===== config.mk =====
export PLATFORM = sky130hd
export DESIGN_NAME = fpu_ret_collector
export DESIGN_NICKNAME = d
export VERILOG_FILES = /design/src/rtl/fpu_ret_collector.sv
export SDC_FILE = /design/constraint.sdc
export NUM_CORES = 1
export LEC_CHECK = 0
export CORE_MARGIN = 8
export CORE_UTILIZATION = 57
export DETAILED_ROUTE_END_ITERATION = 8
export HOLD_SLACK_MARGIN = 0.05
export PLACE_DENSITY_LB_ADDON = 0.05
export SYNTH_ARGS = -nofsm -noshare
export SYNTH_HDL_FRONTEND = slang
export SYNTH_SLANG_ARGS = --single-unit

===== constraint.sdc =====
create_clock -name clk -period 5.9 [get_ports clk]
set_input_delay 0.59 -clock clk [delete_from_list [all_inputs] [get_ports clk]]
set_output_delay 0.59 -clock clk [all_outputs]
set_load 0.02 [all_outputs]

===== src/rtl/fpu_ret_collector.sv =====
// FPU lane return collector: compacts up to three returns per cycle into an
// in-order FIFO, drains one per cycle to retire and accumulates sticky flags.
module fpu_ret_collector #(
   parameter int DEPTH = 8
) (
   input  logic                     clk,
   input  logic                     rst,
   input  logic [31:0]              fpcsr,
   input  logic [13:0]              u1_ret,
   input  logic [13:0]              u3_ret,
   input  logic [13:0]              u5_ret,
   input  logic                     u1_ret_en,
   input  logic                     u3_ret_en,
   input  logic                     u5_ret_en,
   output logic                     ret_stall,
   output logic                     out_vld,
   input  logic                     out_rdy,
   output logic [7:0]               out_id,
   output logic [5:0]               out_flags,
   output logic                     out_trap,
   input  logic                     flush,
   input  logic                     csr_wr_en,
   input  logic [5:0]               csr_wr_data,
   output logic [5:0]               sticky_flags,
   output logic                     overflow_err,
   output logic [$clog2(DEPTH):0]   count
);

   localparam int PW = $clog2(DEPTH);
   localparam int CW = PW + 1;

   logic [13:0]   mem_q [DEPTH];
   logic [13:0]   mem_d [DEPTH];
   logic [PW-1:0] head_q, head_d;
   logic [PW-1:0] tail_q, tail_d;
   logic [CW-1:0] count_q, count_d;
   logic [5:0]    sticky_flags_q, sticky_flags_d;
   logic          overflow_err_q, overflow_err_d;

   logic [13:0]   lane_ret [3];
   logic [2:0]    lane_en;
   logic [13:0]   head_ent;
   logic [CW-1:0] free;
   logic [1:0]    n_acc;
   logic [PW-1:0] wr_idx;
   logic          drop;
   logic          pop;

   assign lane_ret[0] = u1_ret;
   assign lane_ret[1] = u3_ret;
   assign lane_ret[2] = u5_ret;
   assign lane_en     = {u5_ret_en, u3_ret_en, u1_ret_en};

   assign head_ent  = mem_q[head_q];
   assign free      = CW'(DEPTH) - count_q;
   assign out_vld   = (count_q != '0);
   assign ret_stall = (count_q >= CW'(DEPTH - 2));
   assign out_id    = head_ent[13:6];
   assign out_flags = head_ent[5:0];
   assign out_trap  = out_vld & (|(head_ent[5:0] & fpcsr[12:7]));
   assign pop       = out_vld & out_rdy;

   assign sticky_flags = sticky_flags_q;
   assign overflow_err = overflow_err_q;
   assign count        = count_q;

   // Free space comes from the registered count only, so a same-cycle pop
   // never makes room for a lane in that cycle.
   always_comb begin
      mem_d  = mem_q;
      n_acc  = 2'd0;
      drop   = 1'b0;
      wr_idx = tail_q;
      if (!flush) begin
         for (int i = 0; i < 3; i++) begin
            if (lane_en[i]) begin
               if (CW'(n_acc) < free) begin
                  wr_idx        = tail_q + PW'(n_acc);
                  mem_d[wr_idx] = lane_ret[i];
                  n_acc         = n_acc + 2'd1;
               end else begin
                  drop = 1'b1;
               end
            end
         end
      end
   end

   always_comb begin
      head_d         = head_q;
      tail_d         = tail_q;
      count_d        = count_q;
      overflow_err_d = overflow_err_q | drop;
      sticky_flags_d = (csr_wr_en ? csr_wr_data : sticky_flags_q)
                     | (pop ? head_ent[5:0] : 6'd0);
      if (flush) begin
         head_d  = '0;
         tail_d  = '0;
         count_d = '0;
      end else begin
         head_d  = head_q + PW'(pop);
         tail_d  = tail_q + PW'(n_acc);
         count_d = count_q + CW'(n_acc) - CW'(pop);
      end
   end

   always_ff @(posedge clk) begin
      if (rst) begin
         head_q         <= '0;
         tail_q         <= '0;
         count_q        <= '0;
         sticky_flags_q <= '0;
         overflow_err_q <= 1'b0;
      end else begin
         head_q         <= head_d;
         tail_q         <= tail_d;
         count_q        <= count_d;
         sticky_flags_q <= sticky_flags_d;
         overflow_err_q <= overflow_err_d;
      end
   end

   // Payload storage carries no reset; occupancy alone qualifies it.
   always_ff @(posedge clk) begin
      if (!rst) begin
         mem_q <= mem_d;
      end
   end

endmodule


==> results of run 1 <==
-- per-stage QoR --
| stage | std cells | power, mW | cell area (sq um) | hold slack [ps] | setup WS (ps) |
|---|---|---|---|---|---|
| floorplan | 927 | 2.976 | 9555 | 522.0 | 1629 |
| global placement | 1171 | 3.659 | 10520 | 441.0 | 960.5 |
| detailed placement | 1171 | 3.749 | 10520 | 449.6 | 854.7 |
| CTS | 1203 | 4.765 | 11070 | 458.8 | 823.1 |
| global route | 1203 | 5.033 | 11070 | 503.4 | 474.5 |
| finish | 1203 | 4.823 | 11070 | 457.2 | 714.4 |
-- path summary, 6_finish.rpt --
| check | from | end | slack (ps) | cells after the start |
|---|---|---|---|---|
| min reg2reg | overflow_err$_SDFF_PP0_ | overflow_err$_SDFF_PP0_ | 460 | 2 |
| max | count[0]$_SDFF_PN0_ | mem_q[102]$_DFFE_PP_ | 710 | 21 |
| min | overflow_err$_SDFF_PP0_ | overflow_err$_SDFF_PP0_ | 460 | 2 |
| max reg2reg | count[0]$_SDFF_PN0_ | mem_q[102]$_DFFE_PP_ | 710 | 21 |
-- where the power goes --
group / switching (mW) / internal [mW]
Combinational: 1.51 / 0.966
Sequential: 0.0938 / 1.24
Clock: 0.402 / 0.610
-- cell usage after synthesis, types with 4 or more instances --
| master | count |
|---|---|
| buf_4 | 7 |
| dfxtp_1 | 17 |
| edfxtp_1 | 112 |
| a221oi_1 | 45 |
| nand3_1 | 8 |
| ha_1 | 16 |
| a22o_1 | 30 |
| mux2i_1 | 118 |
| and3_1 | 9 |
| xnor2_1 | 4 |
| inv_1 | 21 |
| nor2_1 | 154 |
| a31oi_1 | 4 |
| buf_2 | 26 |
| and4_1 | 4 |
| mux2_2 | 40 |
| a21oi_1 | 36 |
| xor2_1 | 4 |
| nor2b_1 | 6 |
| buf_6 | 5 |
| mux4_2 | 28 |
| buf_1 | 18 |
| o21ai_0 | 56 |
| clkbuf_1 | 44 |
| and2_1 | 8 |
| nand2_1 | 48 |
| a221oi_2 | 10 |
-- logic make-up (layout without fill, tap and decap cells) --
kind of cell,after synthesis,after routing,synth area share
AOI/OAI and AO/OA,211,211,0.1673
xor gates and xnor gates,8,8,0.007332
adders and majority gates,19,19,0.02724
buffers and inverters,122,178,0.05971
DFF,129,129,0.3876
muxes,186,186,0.2367
and+or+nand+nor,252,252,0.1141
-- registers in the layout (all words and copies together) (netlist names) --
| signal | count |
|---|---|
| sticky_flags | 6 |
| overflow_err | 1 |
| mem_q | 112 |
| tail_q | 3 |
| count | 4 |
| head_q | 3 |
-- critical path, stage by stage (launching register included) --
cell and delay (ps):
dfxtp_1 430, inv_1 170, ha_1 310, nor2_1 240
a32o_1 610, nand2_1 110, nand2_1 90, inv_1 50
ha_1 270, nand2_1 40, o21ai_0 100, nor2_1 100
inv_1 110, ha_1 150, inv_1 50, fa_1 440
xnor2_1 240, nor2_1 110, and3_1 210, nor2_1 640
buf_4 330, a221oi_1 110
-- layer usage --
layer	GRT usage	up-vias	wire length, um
met5	0	-	0
met4	0.1333	0	1241
li1	-	3569	-
met1	0.3633	3953	12060
met2	0.4743	540	14550
met3	0.08085	108	3630
-- placed cells by master (no fill, tap or decap), drive strengths merged, types with 9 or more instances in the layout --
cell type | netlist | final
a21oi | 37 | 37
dfxtp | 17 | 17
mux2i | 118 | 118
clkbuf | 44 | 18
clkinv | 0 | 9
buf | 57 | 36
o21ai | 59 | 59
mux4 | 28 | 28
nor2 | 154 | 154
clkdlybuf4s50 | 0 | 89
and3 | 9 | 9
nand2 | 50 | 50
a221oi | 55 | 55
ha | 16 | 16
mux2 | 40 | 40
a22o | 30 | 30
inv | 21 | 21
edfxtp | 112 | 112
-- area by class of cell --
| cell class | count | area (sq um) |
|---|---|---|
| Clock buffer | 18 | 429.2 |
| Clock inverter | 14 | 122.6 |
| Fill cell | 1248 | 5394 |
| Inverter | 21 | 81.33 |
| Multi-Input combinational cell | 676 | 5298 |
| Sequential cell | 129 | 3705 |
| Tap cell | 220 | 275.3 |
| Timing Repair Buffer | 125 | 1161 |
==> results.json, run 1 <==
{
  "groute.usage.overall": 0.2945,
  "grt_pass1_wl_mm": 48.27,
  "status": "finished clean",
  "cts-resized-gates": 0,
  "syn_area_per_cell_sq_um": 10.31,
  "grt_max_degree": 86,
  "leakage_nw": 4.196,
  "post-route-drc-count": 0,
  "grt_pass1_vias": 8169,
  "rsz0062_at_grt": "no",
  "synthCells": 927,
  "p_per_area_nw_per_um2": 435.6,
  "synth_seq_cells": 129,
  "overflow": 0,
  "clockRootBuffer": "clkbuf_16",
  "period_needed_ps": 5186,
  "area_growth_pct": 15.87,
  "period_share": 0.8789,
  "final_util": 0.6724,
  "relSlewSlack": 0.1956,
  "synth_nets": 1034,
  "initial_utilization": 0.5803,
  "path_clk_slew_ps": 60,
  "yosysTopAreaCellShare": 0.3520,
  "syn_area_sq_um": 9555,
  "cts_buffers": 17,
  "synth_top_area_cell": "edfxtp_1",
  "cts_tree": "yes",
  "globalplace.congestion": 0.8318,
  "synthFlopType": "edfxtp_1",
  "setup_violations": 0,
  "startpoint_type": "flop",
  "fmax_ghz": 0.1928,
  "first_pass_iters": 6,
  "routed_wirelength_mm": 31.48,
  "cts_htree_levels": 4,
  "cts_setup_buffers": 0,
  "clkLatencyLatePin_ps": 420,
  "synthDistinctLibCells": 57,
  "ctsHoldBuffers": 0,
  "dp.final_hpwl_mm": 19.79,
  "antenna_found_initial": 0,
  "hold_path_class": "flop to flop",
  "ys_seq_area_frac": 0.3876,
  "synth-async-reset-ratio": 0,
  "final-max-slew-violation-count": 0,
  "io_pins": 116,
  "worst_slew_pin_slew_ps": 1207,
  "drv_cap": 0,
  "ant_nets": 0,
  "diodes": 0,
  "worstSetupPathType": "flop to flop",
  "crit_path_end_kind": "flop",
  "cts_sinks": 129,
  "die_y_um": 145.5,
  "fin_worst_skew_ps": 7.111,
  "yosys_warnings": 0,
  "vias_per_cell": 6.791,
  "layout.nets": 1077,
  "die-area_sq_um": 21160,
  "synth.area.top_cells": "edfxtp_1 35%, mux2i_1 12%, mux4_2 6.6%",
  "fin_tns_setup_ps": 0,
  "cp_max_fo": 11,
  "core_area_sq_um": 16470,
  "dr_total_vias": 8170,
  "drt_iter0_markers": 1073,
  "cp.arrival_ps": 5340,
  "hold_violations": 0,
  "synth_edf_count": 112,
  "io_buffers": 89,
  "drive_gt1_frac": 0.1648,
  "wl_per_cell_um": 26.17,
  "rows": 47,
  "die_w_um": 145.5,
  "vdd_drop_max_mv": 0.3555,
  "clk_path_buf_depth": 2,
  "required_ps": 6050
}
(Power assumes the default switching activity.)
==> run 2: changes to the inputs <==
Settings changed: CORE_UTILIZATION 57 to 40.
==> run 2 against run 1 <==
Clock power about the same; wire length increased by 9.1%; first-iteration DRC count decreased by 19%; sequential power about the same; worst hold slack got worse by 8.7 ps; cell area increased by 1.7%; critical path depth unchanged.
==> results.json, run 2 (synthesis results as in run 1) <==
{
  "worst_slew_pin_slew_ps": 1273,
  "hold_path_class": "flop to flop",
  "slowest_delay_ps": 730,
  "relSlewSlack": 0.1499,
  "area_growth_pct": 17.82,
  "clockRootBuffer": "clkbuf_16",
  "final_util": 0.4796,
  "place_ws_ps": 866.5,
  "period_needed_ps": 5172,
  "ant_nets": 0,
  "setup_violations": 0,
  "io_pins": 116,
  "die-area_sq_um": 29090,
  "antenna_found_initial": 0,
  "final-max-slew-violation-count": 0,
  "dpl_cell_area_sq_um": 10690,
  "hold_violations": 0,
  "period_share": 0.8766,
  "fin_worst_skew_ps": 11.65,
  "cts_htree_levels": 4,
  "routed_wirelength_mm": 34.33,
  "largest_reg_flops": 112,
  "wl_per_cell_um": 26.25,
  "mostFrequentLayoutCell": "nor2_1",
  "final.setup.worst_slack_ps": 728.2,
  "path_clk_slew_ps": 60,
  "startpoint_type": "flop",
  "drt_iter0_markers": 872,
  "worstSetupPathType": "flop to flop",
  "cp_top_family": "simple AND/OR/NAND/NOR gates",
  "cts-resized-gates": 0,
  "post-route-drc-count": 0,
  "io_buffers": 89,
  "groute.usage.overall": 0.2387,
  "stdcell_area_sq_um": 11260,
  "overflow": 0,
  "required_ps": 6120,
  "initial_utilization": 0.4071,
  "path_buf_inv": 6,
  "globalplace.congestion": 0.8166,
  "first_pass_iters": 5,
  "cts_setup_buffers": 0,
  "fmax_ghz": 0.1934,
  "cts_tree": "yes",
  "cp_common_cell": "inv_1",
  "vdd_drop_max_mv": 0.2975,
  "clk_path_buf_depth": 2,
  "crit_path_end_kind": "flop",
  "largest_register": "mem_q",
  "grt_max_degree": 56,
  "cts_sinks": 129,
  "p_per_area_nw_per_um2": 431.3,
  "path_cells": "inv_1 -> ha_1 -> nor2_1 -> a32o_1 -> buf_4 -> nand2_1 -> nand2_1 -> inv_1 -> ha_1 -> nand2_1 -> o21ai_0 -> nor2_1 -> inv_1 -> ha_1 -> inv_1 -> fa_1 -> nor2b_1 -> and3_1 -> nor2_1 -> buf_4 -> a221oi_1",
  "layout_common_cells": "154 x nor2_1, 118 x mux2i_1, 112 x edfxtp_1",
  "grt_pass1_vias": 8200,
  "dp.final_hpwl_mm": 21.43,
  "grt_pass1_wl_mm": 51.76,
  "vias_per_cell": 6.168,
  "slowest_stage": "and3_1",
  "clkLatencyLatePin_ps": 430,
  "rsz0062_at_grt": "no",
  "drive_gt1_frac": 0.1711,
  "status": "finished clean",
  "ctsHoldBuffers": 0,
  "die_w_um": 170.6,
  "regToRegSetupSlack_ps": 730,
  "cts_buffers": 17,
  "cp.arrival_ps": 5390,
  "drv_cap": 0,
  "cp_max_fo": 11,
  "die_y_um": 170.6,
  "rows": 56,
  "core_area_sq_um": 23470,
  "layout.nets": 1082,
  "leakage_nw": 4.241,
  "fin_tns_setup_ps": 0,
  "dr_total_vias": 8068
}
## run 2: where the power goes
part	total (mW)	internal [mW]	switching (mW)
Combinational	2.50	0.981	1.52
Clock	1.03	0.609	0.420
Sequential	1.33	1.24	0.0889
Total	4.86	2.83	2.03
## run 2: final timing paths
path,cells past startpoint,from,endpoint
worst min-delay path,2,overflow_err$_SDFF_PP0_,overflow_err$_SDFF_PP0_
worst max register to register,21,count[0]$_SDFF_PN0_,mem_q[17]$_DFFE_PP_
worst max-delay path,21,count[0]$_SDFF_PN0_,mem_q[17]$_DFFE_PP_
worst min register to register,2,overflow_err$_SDFF_PP0_,overflow_err$_SDFF_PP0_
## run 2: worst reg2reg max path, cell delays in order, from the launching register on
cell      delay, ps
dfxtp_1         440
inv_1           180
ha_1            330
nor2_1          240
a32o_1          170
buf_4           240
nand2_1          80
nand2_1          90
inv_1            50
ha_1            260
nand2_1          70
o21ai_0         100
nor2_1          190
inv_1           100
ha_1            190
inv_1            70
fa_1            430
nor2b_1         290
and3_1          730
nor2_1          130
buf_4           240
a221oi_1        340
## run 2: area by class of cell
class | instances | area (sq um)
clock inverter | 8 | 48.80
fill | 2162 | 12210
sequential | 129 | 3704
timing repair buffer | 130 | 1211
inverter | 21 | 81.33
tap | 319 | 399.1
clock buffer | 24 | 514.2
multi-input combinational | 676 | 5298
antenna | 1 | 2.502
## run 2: layer usage
layer,GRT usage,up-vias,share of wire
li1,-,3583,-
met1,0.3148,3994,0.42
met2,0.3858,426,0.47
met3,0.04840,65,0.089
met4,0.08047,0,0.023
met5,0,-,0
## run 2: stage by stage
step	instances	hold slack, ps	power (mW)
2_1_floorplan	927	522.0	2.976
3_3_place_gp	1275	437.1	3.741
3_5_place_dp	1275	445.6	3.815
4_1_cts	1307	455.5	4.850
5_1_grt	1307	471.1	5.115
6_report	1308	448.5	4.856
